### src/rtl/csr_timer_counters_if.sv
`default_nettype none
// ============================================================================
// Module      : csr_timer_counters_if
// Description : Data-bus bundle between the core and the timer peripheral.
// Revision    : 1.0 - initial release
// ============================================================================
interface csr_timer_counters_if;
    logic        iReadEnable;
    logic        iWriteEnable;
    logic [3:0]  iByteEnable;
    logic [31:0] iAddress;
    logic [31:0] iWriteData;
    logic [31:0] oReadData;

    modport master (
        output iReadEnable,
        output iWriteEnable,
        output iByteEnable,
        output iAddress,
        output iWriteData,
        input  oReadData
    );

    modport slave (
        input  iReadEnable,
        input  iWriteEnable,
        input  iByteEnable,
        input  iAddress,
        input  iWriteData,
        output oReadData
    );
endinterface
`default_nettype wire

### src/rtl/csr_timer_counters.sv
`default_nettype none
// ============================================================================
// Module      : csr_timer_counters
// Description : 64-bit cycle / millisecond time base with compare interrupt,
//               mapped on the 32-bit data bus with low-read snapshot of high.
// Revision    : 1.0 - initial release
// ============================================================================
module csr_timer_counters #(
    parameter int unsigned CLK_FREQ_HZ = 50000000,
    parameter logic [31:0] BASE_ADDR   = 32'hFF20_0500
) (
    input  wire logic            iCLK,
    input  wire logic            iRST,
    csr_timer_counters_if.slave  bus,
    output logic [63:0]          core_clock_ticks,
    output logic [63:0]          miliseconds,
    output logic                 oTimerIRQ
);

    localparam int unsigned c_PRESC_PERIOD = CLK_FREQ_HZ / 1000;
    localparam int unsigned c_PRESC_W      = (c_PRESC_PERIOD > 1) ? $clog2(c_PRESC_PERIOD) : 1;
    localparam logic [c_PRESC_W-1:0] c_PRESC_TERM = c_PRESC_W'(c_PRESC_PERIOD - 1);

    localparam logic [2:0] c_IDX_TICKS_LO = 3'd0;
    localparam logic [2:0] c_IDX_TICKS_HI = 3'd1;
    localparam logic [2:0] c_IDX_MS_LO    = 3'd2;
    localparam logic [2:0] c_IDX_MS_HI    = 3'd3;
    localparam logic [2:0] c_IDX_CMP_LO   = 3'd4;
    localparam logic [2:0] c_IDX_CMP_HI   = 3'd5;
    localparam logic [2:0] c_IDX_CTRL     = 3'd6;

    logic [63:0]          r_ticks;
    logic [63:0]          r_ms;
    logic [c_PRESC_W-1:0] r_presc;
    logic [63:0]          r_cmp;
    logic                 r_count_en;
    logic                 r_irq_en;
    logic                 r_pending;
    logic                 r_irq;
    logic [31:0]          r_ticks_hi_sh;
    logic [31:0]          r_ms_hi_sh;
    logic [31:0]          r_rdata;

    logic                 w_hit;
    logic [2:0]           w_idx;
    logic                 w_rd;
    logic                 w_wr;
    logic                 w_presc_tc;
    logic                 w_cmp_hit;
    logic                 w_ctrl_wr;
    logic [31:0]          w_rdata;
    logic                 w_unused;

    assign w_hit      = (bus.iAddress[31:5] == BASE_ADDR[31:5]);
    assign w_idx      = bus.iAddress[4:2];
    assign w_rd       = bus.iReadEnable  & w_hit;
    assign w_wr       = bus.iWriteEnable & w_hit;
    assign w_presc_tc = (r_presc == c_PRESC_TERM);
    assign w_cmp_hit  = (r_ms >= r_cmp);
    assign w_ctrl_wr  = w_wr && (w_idx == c_IDX_CTRL) && bus.iByteEnable[0];
    assign w_unused   = ^bus.iAddress[1:0];

    function automatic logic [31:0] f_merge(input logic [31:0] old_v,
                                            input logic [31:0] new_v,
                                            input logic [3:0]  be);
        logic [31:0] v;
        v = old_v;
        for (int b = 0; b < 4; b++) begin
            if (be[b]) v[8*b +: 8] = new_v[8*b +: 8];
        end
        return v;
    endfunction

    // Time base: ticks, prescaler and ms all freeze together when disabled.
    always_ff @(posedge iCLK or posedge iRST) begin
        if (iRST) begin
            r_ticks <= '0;
            r_ms    <= '0;
            r_presc <= '0;
        end else if (r_count_en) begin
            r_ticks <= r_ticks + 64'd1;
            if (w_presc_tc) begin
                r_presc <= '0;
                r_ms    <= r_ms + 64'd1;
            end else begin
                r_presc <= r_presc + c_PRESC_W'(1);
            end
        end
    end

    always_ff @(posedge iCLK or posedge iRST) begin
        if (iRST) begin
            r_cmp <= '1;
        end else if (w_wr) begin
            if (w_idx == c_IDX_CMP_LO)
                r_cmp[31:0]  <= f_merge(r_cmp[31:0],  bus.iWriteData, bus.iByteEnable);
            if (w_idx == c_IDX_CMP_HI)
                r_cmp[63:32] <= f_merge(r_cmp[63:32], bus.iWriteData, bus.iByteEnable);
        end
    end

    // A compare match wins over a simultaneous write-1-to-clear of pending.
    always_ff @(posedge iCLK or posedge iRST) begin
        if (iRST) begin
            r_count_en <= 1'b1;
            r_irq_en   <= 1'b0;
            r_pending  <= 1'b0;
            r_irq      <= 1'b0;
        end else begin
            if (w_ctrl_wr) begin
                r_count_en <= bus.iWriteData[0];
                r_irq_en   <= bus.iWriteData[1];
            end
            if (w_cmp_hit)
                r_pending <= 1'b1;
            else if (w_ctrl_wr && bus.iWriteData[2])
                r_pending <= 1'b0;
            r_irq <= r_pending & r_irq_en;
        end
    end

    always_comb begin
        w_rdata = '0;
        case (w_idx)
            c_IDX_TICKS_LO: w_rdata = r_ticks[31:0];
            c_IDX_TICKS_HI: w_rdata = r_ticks_hi_sh;
            c_IDX_MS_LO:    w_rdata = r_ms[31:0];
            c_IDX_MS_HI:    w_rdata = r_ms_hi_sh;
            c_IDX_CMP_LO:   w_rdata = r_cmp[31:0];
            c_IDX_CMP_HI:   w_rdata = r_cmp[63:32];
            c_IDX_CTRL:     w_rdata = {29'd0, r_pending, r_irq_en, r_count_en};
            default:        w_rdata = '0;
        endcase
    end

    // Low-word reads snapshot the high word from the same pre-increment value.
    always_ff @(posedge iCLK or posedge iRST) begin
        if (iRST) begin
            r_rdata       <= '0;
            r_ticks_hi_sh <= '0;
            r_ms_hi_sh    <= '0;
        end else begin
            if (bus.iReadEnable)
                r_rdata <= w_hit ? w_rdata : 32'd0;
            if (w_rd && (w_idx == c_IDX_TICKS_LO))
                r_ticks_hi_sh <= r_ticks[63:32];
            if (w_rd && (w_idx == c_IDX_MS_LO))
                r_ms_hi_sh <= r_ms[63:32];
        end
    end

    assign bus.oReadData    = r_rdata;
    assign core_clock_ticks = r_ticks;
    assign miliseconds      = r_ms;
    assign oTimerIRQ        = r_irq;

endmodule
`default_nettype wire
### src/flat_wrapper.sv
// flat-port wrapper written by rule: the top's interface ports become plain ports
module csr_timer_counters_flat 
#(
    parameter int unsigned CLK_FREQ_HZ = 50000000,
    parameter logic [31:0] BASE_ADDR   = 32'hFF20_0500
)
  (iCLK, iRST, core_clock_ticks, miliseconds, oTimerIRQ, bus_iReadEnable, bus_iWriteEnable, bus_iByteEnable, bus_iAddress, bus_iWriteData, bus_oReadData);
  csr_timer_counters_if bus_i ();
  input  wire logic iCLK;
  input  wire logic iRST;
  output logic [63:0] core_clock_ticks;
  output logic [63:0] miliseconds;
  output logic oTimerIRQ;
  input wire logic [$bits(bus_i.iReadEnable)-1:0] bus_iReadEnable;
  input wire logic [$bits(bus_i.iWriteEnable)-1:0] bus_iWriteEnable;
  input wire logic [$bits(bus_i.iByteEnable)-1:0] bus_iByteEnable;
  input wire logic [$bits(bus_i.iAddress)-1:0] bus_iAddress;
  input wire logic [$bits(bus_i.iWriteData)-1:0] bus_iWriteData;
  output wire logic [$bits(bus_i.oReadData)-1:0] bus_oReadData;
  assign bus_i.iReadEnable = bus_iReadEnable;
  assign bus_i.iWriteEnable = bus_iWriteEnable;
  assign bus_i.iByteEnable = bus_iByteEnable;
  assign bus_i.iAddress = bus_iAddress;
  assign bus_i.iWriteData = bus_iWriteData;
  assign bus_oReadData = bus_i.oReadData;
  csr_timer_counters #(.CLK_FREQ_HZ(CLK_FREQ_HZ), .BASE_ADDR(BASE_ADDR)) u_core (.iCLK(iCLK), .iRST(iRST), .bus(bus_i), .core_clock_ticks(core_clock_ticks), .miliseconds(miliseconds), .oTimerIRQ(oTimerIRQ));
endmodule
### config.mk
export PLATFORM = sky130hd
export DESIGN_NAME = csr_timer_counters_flat
export DESIGN_NICKNAME = d
export VERILOG_FILES = /design/src/rtl/csr_timer_counters_if.sv /design/src/rtl/csr_timer_counters.sv /design/src/flat_wrapper.sv
export SDC_FILE = /design/constraint.sdc
export NUM_CORES = 1
export LEC_CHECK = 0
export ABC_AREA = 1
export BUFFER_PORTS_ARGS = -buffer_cell sky130_fd_sc_hd__buf_2
export CORE_MARGIN = 3
export CORE_UTILIZATION = 59
export DETAILED_ROUTE_END_ITERATION = 10
export HOLD_SLACK_MARGIN = 0.03
export MAX_ROUTING_LAYER = met4
export PLACE_DENSITY = 0.81
export SLEW_MARGIN = 20
export SYNTH_ARGS = -nofsm -noshare
export SYNTH_HDL_FRONTEND = slang
export SYNTH_SLANG_ARGS = --single-unit
### constraint.sdc
create_clock -name iCLK -period 11.4 [get_ports iCLK]
set_input_delay 1.14 -clock iCLK [delete_from_list [all_inputs] [get_ports iCLK]]
set_output_delay 1.14 -clock iCLK [all_outputs]
set_load 0.01 [all_outputs]
### Word-level counts from Yosys, hierarchy flattened

Cells that the tools add are included.

* add/sub/neg operators: 3
* $lt $le $gt $ge: 1
* equality and inequality tests: 8
* muxes and demuxes: 5
* bitwise logic cells: 3
* reduce and logical (&&, ||, !) cells: 16

Operators by type and width (number)
* $pmux 32 s7: 1
* $add 64x1->64 const B: 2
* $ge 64x64->1: 1
* $mux 32: 1
* $eq 27x27->1 const B: 1
* $reduce_and 3->1: 8
* $add 16x1->16 const B: 1
* $eq 16x16->1 const B: 1
* $mux 16: 1
* $eq 3x3->1 const B: 3
* $eq 3x2->1 const B: 2
* $logic_and 1x1->1: 5
* $and 1x1->1: 3
* $eq 3x1->1 const B: 1
* $logic_not 3->1: 1
* $mux 1: 2
* $reduce_and 2->1: 1
* $reduce_bool 2->1: 1

* register bits after elaboration: 308
* bits of input ports: 72
* output and inout bits: 161
* logic and storage cells: 54

### Logic depth before layout (Yosys ltp)

Gate-level depths: netlist of run 1.

* depth after elaboration: 7
* depth in mapped cells: 15
* depth with buffers taken out: 15

### Worst setup path after synthesis of run 1

No wires, ideal clock.

* path type: input -> register
* start point: input bus_iAddress[22]
* end point: register u_core.r_cmp[24]
* library setup time: 79 ps
* data arrival time: 2291 ps
* data required time: 11321 ps
* path slack: 9030 ps
* stages on the path: 9
* path buffers: 2
* cell sequence: inv_1 -> nand2_1 -> nor2_1 -> nand3_1 -> nor3_4 -> buf_4 -> nand3_4 -> buf_2 -> o21ai_0

* longest elaborated chain between the ends: 3

Ends and longest elaborated chain
* start, declared: line flat_wrapper.sv:17 `input wire logic [$bits(bus_i.iAddress)-1:0] bus_iAddress;`
* $eq 27x27->1: line csr_timer_counters.sv:54 `assign w_hit = (bus.iAddress[31:5] == BASE_ADDR[31:5]);`
* $and 1x1->1: line csr_timer_counters.sv:57 `assign w_wr = bus.iWriteEnable & w_hit;`
* $reduce_and 3->1 (no source line)
* end signal, assigned: line csr_timer_counters.sv:96 `r_cmp[31:0] <= f_merge(r_cmp[31:0], bus.iWriteData, bus.iByteEnable);`
* end, declared: line csr_timer_counters.sv:35 `logic [63:0] r_cmp;`

Every way passes these cells.
A chain may end at the register's enable or synchronous reset.

### Worst setup path after layout of run 1

* start point: input bus_iAddress[2]
* end point: register u_core.r_ms_hi_sh[17]

* longest elaborated chain between the ends: 2

Ends and longest elaborated chain
* $eq 3x2->1: line csr_timer_counters.sv:147 `if (w_rd && (w_idx == c_IDX_MS_LO))`
* $logic_and 1x1->1: line csr_timer_counters.sv:147
* end signal, assigned: line csr_timer_counters.sv:148 `r_ms_hi_sh <= r_ms[63:32];`
* end, declared: line csr_timer_counters.sv:41 `logic [31:0] r_ms_hi_sh;`

Every way passes these cells.

==> run summary, run 1 <==
worst hold path type: flop to flop
WL final: 58,330 um
diode count: 0
power share of the clock group: 49.6%
largest fanout on the critical path: 64
max incr delay on CP: 0.82 ns
via/cell ratio: 5.797
Worst setup SP type: input port
CTS tree: built
status: finished clean
critical-path cell list: buf_2 > inv_1 > nand3_1 > clkinv_1 > nand3_4 > nand2_1 > o21ai_0
maximum ir drop on the vdd rail: 0.00009885 V
relative slew slack: 30.64%
Reg power frac: 47.9%
P_leak: 9.729 nW
GR Overflow Total: 0
Clk Latency, worst-skew pair: 0.51 ns
Post-Place Cell Area: 18,750 um2
CTS root buf: clkbuf_16
fill cell count: 2,409
DR WL met3: 5462 um
Sw Share: 21.49%
final setup skew: 0.01601 ns
most frequent cells in the layout: nand2_1, inv_1, dfrtp_1, buf_2, nor2_1
pin slew with the least headroom to its limit: 1.039 ns
Die W: 177.2 um
minimum clock period: 3.231 ns
layout net count: 2,612
WL met2: 27,240 um
wire length per cell: 20.26 um
Netlist cell types: 43
die area: 31,410 um2
CP Class: input port to flop
P&R area growth vs syn: 15.15%
Cell Int Power: 0.001795 W
post-CTS resize count: 0
max-cap violation count: 0
Synth Instances: 2,253
Die Span Y: 177.2 um
NetSw: 0.0004916 W
Initial Util: 60.11%
initial antenna violation count: 0
residual DRC count: 0
arrival time at the worst endpoint: 3.62 ns
CP max-delay cell: nand3_4
top sig layer: met4
clock sink count: 308
Cell Rows: 62
fin crit share: 28.34%
maximum clock frequency: 309.5 MHz
Syn. warnings: 0
Synth Net Count: 2,392
initial DRC count: 1,714
Worst Setup End Kind: flop
# hold bufs at CTS: 0
largest net degree at the start of global routing: 162
Non-Filler Instances: 2,879
Final Hold Vio Count: 0
H-tree depth: 2
TritonCTS buffer count: 35
vias in the first global route: 16.21k
syn_area_per_cell: 7.678 um2
clk slew on worst S/H paths: 0.06 ns
RSZ-0062 raised after global routing: no
design area: 19,920 um2
I/O pins: 233
RePlAce Congestion: 1.004
commonest non-fill, non-tap cell in the layout: nand2_1
top_reg_cell synth: dfrtp_1
register area share after synthesis: 45.02%
Yosys reg bits: 308
placed cell count: 2,820
setup TNS: 0 ns
Final setup viols: 0
core area: 28,780 um2
PD cells: 114.8 nW/um2
port bufs: 230
global-route wire length before repair: 89,830 um
1st-pass router iterations: 8
Logic pwr share: 2.6%
Required @ worst endpoint: 11.79 ns
Cell Area, Synth: 17,300 um2
antenna violation net count after detailed routing: 0
Detail Placement HPWL: 43,590 um
routed vias: 16.69k
Max Slew Vio Count: 0
Metal-1 WL: 23,080 um
Post-synth EDFFs: 0
Setup Buffers After CTS: 0
GRT Overall Usage: 38.12%
layout cells sized above 1: 15.71%
clock tree buffer depth: 3
Async SR Flop Fraction: 100.0%
metrics by stage:
stage / hold slack, ns / setup WS [ns] / total power, W / util (%)
final: 0.4645 / 8.169 / 0.002287 / 69.21
after floorplan: 0.4437 / 1.852 / 0.001145 / -
after global placement: 0.4526 / 7.512 / 0.001171 / 65.16
after detailed placement: 0.4561 / 7.404 / 0.001172 / 65.16
after CTS: 0.4650 / 7.896 / 0.002293 / 69.13
after global routing: 0.4789 / 8.017 / 0.002343 / 69.21
synthesized netlist by cell type, drive strengths merged (5+ instances only):
master	number	area share, %
xor2	92	4.7
dfstp	65	9.9
a21oi	45	1.3
o22ai	5	0.18
nand4	62	2.2
inv	311	6.7
ha	67	4.8
dfrtp	243	35
nand2	669	15
nand3	142	4.3
nor2	206	4.8
nor4	10	0.36
buf	20	0.64
nand3b	7	0.30
clkbuf	34	0.74
xnor2	14	0.71
nor3	45	1.7
o211ai	9	0.39
o21ai	176	5.1
o221ai	13	0.66
state kept, by name, summed over array words and instances, names as in the netlist, 16 cells and up:
| register | flops |
|---|---|
| u_core.r_presc | 16 |
| u_core.r_cmp | 64 |
| u_core.r_ms_hi_sh | 32 |
| u_core.bus.oReadData | 32 |
| u_core.r_ticks_hi_sh | 32 |
| u_core.miliseconds | 64 |
| u_core.core_clock_ticks | 64 |
layout make-up:
class / count / area, um2 / area share, %
timing repair buffer: 237 / 1207 / 6.062
clock buffer: 55 / 1074 / 5.389
inverter: 312 / 1184 / 5.942
multi-input combinational: 1579 / 8115 / 40.74
clock inverter: 4 / 70.07 / 0.3518
sequential: 308 / 7789 / 39.10
tap: 384 / 480.5 / 2.412
power by group through the flow:
stage                     registers, W  clock network [W]   logic, W
after global placement         0.00111                  0  0.0000572
after floorplan                0.00111                  0  0.0000316
final                          0.00109            0.00113  0.0000587
after detailed placement       0.00111                  0  0.0000585
after global routing           0.00109            0.00118  0.0000659
after CTS                      0.00109            0.00114  0.0000588
final timing paths:
| check | start | end | slack [ns] | depth (start not counted) |
|---|---|---|---|---|
| hold / removal | u_core.r_cmp[34] | u_core.r_cmp[34] | 0.46 | 2 |
| min in group asynchronous | iRST | u_core.r_irq_en | 0.69 | 2 |
| max in group asynchronous | iRST | u_core.core_clock_ticks[63] | 9.30 | 3 |
| setup reg to reg | u_core.r_count_en | u_core.core_clock_ticks[62] | 8.78 | 11 |
| setup / recovery | bus_iAddress[2] | u_core.r_ms_hi_sh[17] | 8.17 | 7 |
| hold reg to reg | u_core.r_cmp[34] | u_core.r_cmp[34] | 0.46 | 2 |
layer usage:
metal	global-route usage [%]	up-vias
met1	48.69	7985
li1	-	7662
met4	14.34	0
met2	60.82	867
met3	7.186	175
met5	-	-
critical path: cells and delay by family:
kind,cells,cell delay (ns)
compound gates,1,0.14
buf+inv,3,0.97
simple gates,3,1.32
kinds of logic after synthesis:
group | count (synthesis) | share of synthesized area (%)
AOI/OAI and AO/OA | 258 | 8.064
DFF | 308 | 45.02
buffers and inverters | 366 | 8.151
xor gates and xnor gates | 106 | 5.367
adders and majority gates | 67 | 4.846
and+or+nand+nor | 1148 | 28.55
No activity file was read; power rests on OpenSTA's default activity.
==> run 2: changes to the inputs <==
- CORE_UTILIZATION: 59 -> 53
- PLACE_DENSITY: 0.81 -> 0.77
- clock period: 11.4 -> 2.7 ns (I/O delays scaled with it)
==> run 2 against run 1 <==
  * First-iteration DRC count down 15%
  * Sequential cell count unchanged
  * Register-to-register slack worse by 8.4 ns
  * Core utilization down 4.3 points
  * Clock power rose to 4.3 times the previous value
  * Worst setup slack worse by 7.8 ns
  * Combinational power rose to 5.4 times the previous value
  * Clock skew down 0.0017 ns
==> run summary, run 2 (same netlist as run 1, synthesis figures left out) <==
via/cell ratio: 5.589
relative slew slack: 42.26%
register area: 7789 um2
Worst R2R Path Depth: 10
residual DRC count: 0
fin crit share: 84.60%
total power: 0.009823 W
1st-pass router iterations: 8
r2r endpoint: u_core.miliseconds[44]
clock sink count: 308
hold depth: 3
PD cells: 474.9 nW/um2
Multi-input gate area: 8100 um2
fill cell count: 2,876
maximum clock frequency: 437.8 MHz
CP top delay family: simple AND/OR/NAND/NOR gates
critical-path cell list: ha_1 > nand3_1 > nor2_1 > nand2_1 > nor2_2 > nand3b_1 > nor2_2 > nand2_1 > o21ai_0 > nand2_1
CP bufs+invs: 0
Max Slew Vio Count: 0
final setup skew: 0.01432 ns
Cell Int Power: 0.007652 W
setup TNS: 0 ns
maximum ir drop on the vdd rail: 0.0003580 V
layout net count: 2,683
Detail Placement HPWL: 45,730 um
CP Launch Point: u_core.miliseconds[1]
Worst Setup End Kind: flop
Initial Util: 54.26%
diode count: 0
routed vias: 16.81k
clk slew on worst S/H paths: 0.06 ns
Setup Buffers After CTS: 0
Non-Filler Instances: 3,007
placed cell count: 2,909
global-route wire length before repair: 93,050 um
clock tree buffer depth: 3
CP Class: flop to flop
commonest non-fill, non-tap cell in the layout: nand2_1
# hold bufs at CTS: 32
WL final: 59,660 um
H-tree depth: 2
flop-to-flop setup slack: 0.42 ns
most frequent cells in the layout: nand2_1, inv_1, dfrtp_1, buf_2, nor2_1
worst flop-to-flop path startpoint: u_core.miliseconds[1]
hold_sp: bus_iWriteData[0]
worst hold path type: input port to flop
antenna violation net count after detailed routing: 0
Required @ worst endpoint: 3.10 ns
GRT Overall Usage: 34.89%
minimum clock period: 2.284 ns
Reg power frac: 47.1%
Clk Latency, worst-skew pair: 0.52 ns
initial DRC count: 1,459
max-cap violation count: 0
Sw Share: 22.09%
Hold Path Sink: u_core.r_cmp[0]
pin slew with the least headroom to its limit: 0.8643 ns
Worst setup SP type: flop
Die Span Y: 186.7 um
status: finished clean
post-CTS resize count: 0
power share of the clock group: 49.7%
Cell Rows: 65
initial antenna violation count: 0
die area: 34,840 um2
Die W: 186.7 um
TritonCTS buffer count: 36
Crit path top cell by count: nand2_1
P&R area growth vs syn: 19.57%
Final Hold Vio Count: 0
RePlAce Congestion: 0.9857
CP max-delay cell: dfrtp_1
wire length per cell: 19.84 um
GR Overflow Total: 0
worst hold slack: 0.04798 ns
CTS tree: built
arrival time at the worst endpoint: 2.68 ns
post-layout util: 64.88%
I/O pins: 233
Logic pwr share: 3.2%
port bufs: 230
P_leak: 10.10 nW
core area: 31,880 um2
vias in the first global route: 16.58k
layout cells sized above 1: 17.03%
max incr delay on CP: 0.43 ns
NetSw: 0.002170 W
largest net degree at the start of global routing: 65
largest fanout on the critical path: 5
CTS root buf: clkbuf_16
Final setup viols: 0
RSZ-0062 raised after global routing: no
==> run 2: cell types whose count changed in the layout (fill, tap and decap cells not counted), sizes merged <==
cell and change:
clkinvlp +2, dlygate4sd3 +32, clkinv +3, bufinv -1, inv +2, clkbuf +1, buf +38
==> run 2: per-stage QoR <==
stage | setup WS (ns) | cell area, um2
2_1_floorplan | -1.616 | 17300
3_3_place_gp | 0.4978 | 19170
3_5_place_dp | 0.4208 | 19170
4_1_cts | 0.4256 | 20680
5_1_grt | 0.2532 | 20680
6_report | 0.4158 | 20680
==> run 2: power by group through the flow <==
| stage | clock network [W] | registers (W) | logic (W) |
|---|---|---|---|
| after floorplan | 0 | 0.00470 | 0.000134 |
| after global placement | 0 | 0.00470 | 0.000276 |
| after detailed placement | 0 | 0.00470 | 0.000281 |
| after CTS | 0.00493 | 0.00462 | 0.000317 |
| after global routing | 0.00515 | 0.00462 | 0.000349 |
| final | 0.00489 | 0.00462 | 0.000315 |
==> run 2: worst max-delay path by stage <==
| stage | to | slack [ns] | cells after the start |
|---|---|---|---|
| detailed placement | u_core.r_cmp[53] | 0.42 | 8 |
| CTS | u_core.core_clock_ticks[62] | 0.43 | 12 |
| floorplan | u_core.bus.oReadData[0] | -1.62 | 1 |
| global placement | u_core.r_cmp[54] | 0.50 | 8 |
| global route | u_core.miliseconds[57] | 0.25 | 9 |
| finish | u_core.miliseconds[44] | 0.42 | 10 |
==> run 2: worst min-delay path, cell delays in order <==
cell	delay, ns
buf_2	0.14
nand3_1	0.09
nand2_1	0.05
==> run 2: per-layer routing <==
layer | wire, um | global-route usage, % | vias to the layer above
met1 | 24210 | 45.14 | 8018
met4 | 2678 | 13.55 | 0
li1 | - | - | 7816
met5 | 0 | - | -
met2 | 27340 | 54.26 | 818
met3 | 5428 | 7.252 | 155
==> run 2: final cells by class <==
class / instances / share of cell area, %
timing repair buffer: 307 / 9.110
tap: 435 / 2.631
clock buffer: 56 / 5.353
inverter: 312 / 5.680
sequential: 308 / 37.65
clock inverter: 10 / 0.4113
multi-input combinational: 1579 / 39.16
==> run 3: changes to the inputs <==
- clock period: 2.7 -> 1.9 ns (I/O delays scaled with it)
==> run 3 against run 2 <==
  * The run now ends with setup timing left
  * Die area stayed put
  * Combinational power increased by 55%
  * Clock-buffer cell count is 2 higher
  * Critical path depth is 1 lower
  * Clock power grew 50%
  * First-iteration DRC count grew 12%
  * Clock skew grew 0.012 ns
  * Worst hold slack about the same
  * Via count grew 8.7%
  * Fmax increased by 20%
  * Global-route usage grew 3.1 points
  * Sequential power increased by 42%
  * Largest cell class unchanged
  * Highest routed layer unchanged
==> run summary, run 3 (same netlist as run 1, synthesis figures left out) <==
status: finished, violations left
failing checks: setup timing
GRT Overall Usage: 38.02%
layout cells sized above 1: 29.80%
worst hold path type: input port to flop
WL met2: 31,370 um
1st-pass router iterations: 6
TritonCTS buffer count: 37
die area: 34,840 um2
setup TNS: -0.0009437 ns
final setup skew: 0.02587 ns
initial DRC count: 1,628
Initial Util: 54.26%
Clk Latency, worst-skew pair: 0.54 ns
relative slew slack: 64.23%
CTS root buf: clkbuf_16
fin crit share: 100.0%
P&R area growth vs syn: 36.04%
maximum ir drop on the vdd rail: 0.0006136 V
top sig layer: met4
Die Span Y: 186.7 um
most frequent cells in the layout: nand2_1, inv_1, buf_4, buf_2, dfrtp_1
CP Class: flop to flop
largest net degree at the start of global routing: 82
core area: 31,880 um2
Post-Place Cell Area: 21,090 um2
Cell Rows: 65
RePlAce Congestion: 0.9960
Final Hold Vio Count: 0
PD cells: 611.4 nW/um2
H-tree depth: 2
arrival time at the worst endpoint: 2.31 ns
PnR worst setup slack: -0.0009437 ns
routed vias: 18.28k
vias in the first global route: 18.18k
fill cell count: 2,541
max-cap violation count: 0
worst hold slack: 0.04835 ns
global-route wire length before repair: 101,500 um
RSZ-0062 raised after global routing: yes
initial antenna violation count: 2
design area: 23,530 um2
DR WL met3: 5702 um
port bufs: 230
post-layout util: 73.82%
layout net count: 2,949
clock tree buffer depth: 3
CTS tree: built
I/O pins: 233
Required @ worst endpoint: 2.31 ns
Die W: 186.7 um
WL final: 66,140 um
total power: 0.01439 W
Worst Setup End Kind: flop
via/cell ratio: 5.580
Worst setup SP type: flop
GR Overflow Total: 0
P_leak: 11.57 nW
Metal-1 WL: 26,030 um
Max Slew Vio Count: 0
antenna violation net count after detailed routing: 0
clock sink count: 308
commonest non-fill, non-tap cell in the layout: nand2_1
Final setup viols: 1
maximum clock frequency: 526.1 MHz
Detail Placement HPWL: 50,540 um
residual DRC count: 0
wire length per cell: 20.19 um
largest fanout on the critical path: 3
minimum clock period: 1.901 ns
clk slew on worst S/H paths: 0.06 ns
pin slew with the least headroom to its limit: 0.5346 ns
==> run 3: cell count changes in the layout (fill, tap and decap cells not counted), sizes merged <==
| cell | delta |
|---|---|
| clkinv | -1 |
| bufinv | +1 |
| nand3 | +1 |
| clkbuf | +2 |
| diode | +1 |
| dlygate4sd3 | +1 |
| buf | +263 |
==> run 3: layout make-up <==
type / count / area (um2) / share of cell area, %
sequential: 308 / 7824 / 33.24
clock inverter: 10 / 132.6 / 0.5636
multi-input combinational: 1580 / 8723 / 37.07
inverter: 312 / 1175 / 4.992
timing repair buffer: 571 / 3996 / 16.98
antenna: 1 / 2.502 / 0.01063
tap: 435 / 544.3 / 2.313
clock buffer: 58 / 1136 / 4.827
==> run 3: metrics by stage <==
| step | setup slack, ns | std cells |
|---|---|---|
| after CTS | -0.04436 | 3255 |
| after detailed placement | -0.1022 | 3151 |
| after global placement | -0.07197 | 3151 |
| final | -0.0009437 | 3275 |
| after floorplan | -2.336 | 2253 |
| after global routing | -0.08346 | 3275 |
==> run 3: worst max-delay path, stage by stage (launching register included) <==
cell and delay, ns:
dfrtp_1 0.42, buf_4 0.15, nand2_2 0.09, nor3_4 0.19, nand2_1 0.09, nor2_2 0.14, buf_4 0.13, nand4_1 0.21
buf_4 0.22, xor2_1 0.13
==> run 3: worst paths after layout <==
check / endpoint / cells after the start / slack, ns / startpoint
min in group asynchronous: u_core.miliseconds[7] / 3 / 0.20 / iRST
setup / recovery: u_core.core_clock_ticks[34] / 9 / -0.0009 / u_core.core_clock_ticks[24]
hold / removal: u_core.r_cmp[27] / 3 / 0.05 / bus_iByteEnable[3]
setup reg to reg: u_core.core_clock_ticks[34] / 9 / -0.0009 / u_core.core_clock_ticks[24]
hold reg to reg: u_core.r_cmp[5] / 2 / 0.46 / u_core.r_cmp[5]
max in group asynchronous: u_core.r_cmp[11] / 4 / 0.90 / iRST
==> run 3: power breakdown <==
group | switching [W] | internal (W) | total (W) | leakage (nW)
combinational | 0.000313 | 0.000174 | 0.000487 | 6.94
sequential | 0.0000000000356 | 0.00657 | 0.00657 | 4.01
clock | 0.00292 | 0.00441 | 0.00733 | 0.621
total | 0.00323 | 0.0112 | 0.0144 | 11.6
==> run 3: repair_timing <==
item,CTS,global route
pin swaps,8,50
buffers inserted,2,20
hold endpoints to repair,120,0
cloned,1,0
hold buffers,33,0
resized for setup,34,145
endpoints found under the setup margin,33,85
==> run 3: routing by layer <==
metal	track usage, %	up-vias
li1	-	8343
met1	48.05	8791
met2	62.01	933
met3	6.519	208
met4	13.61	0
met5	-	-
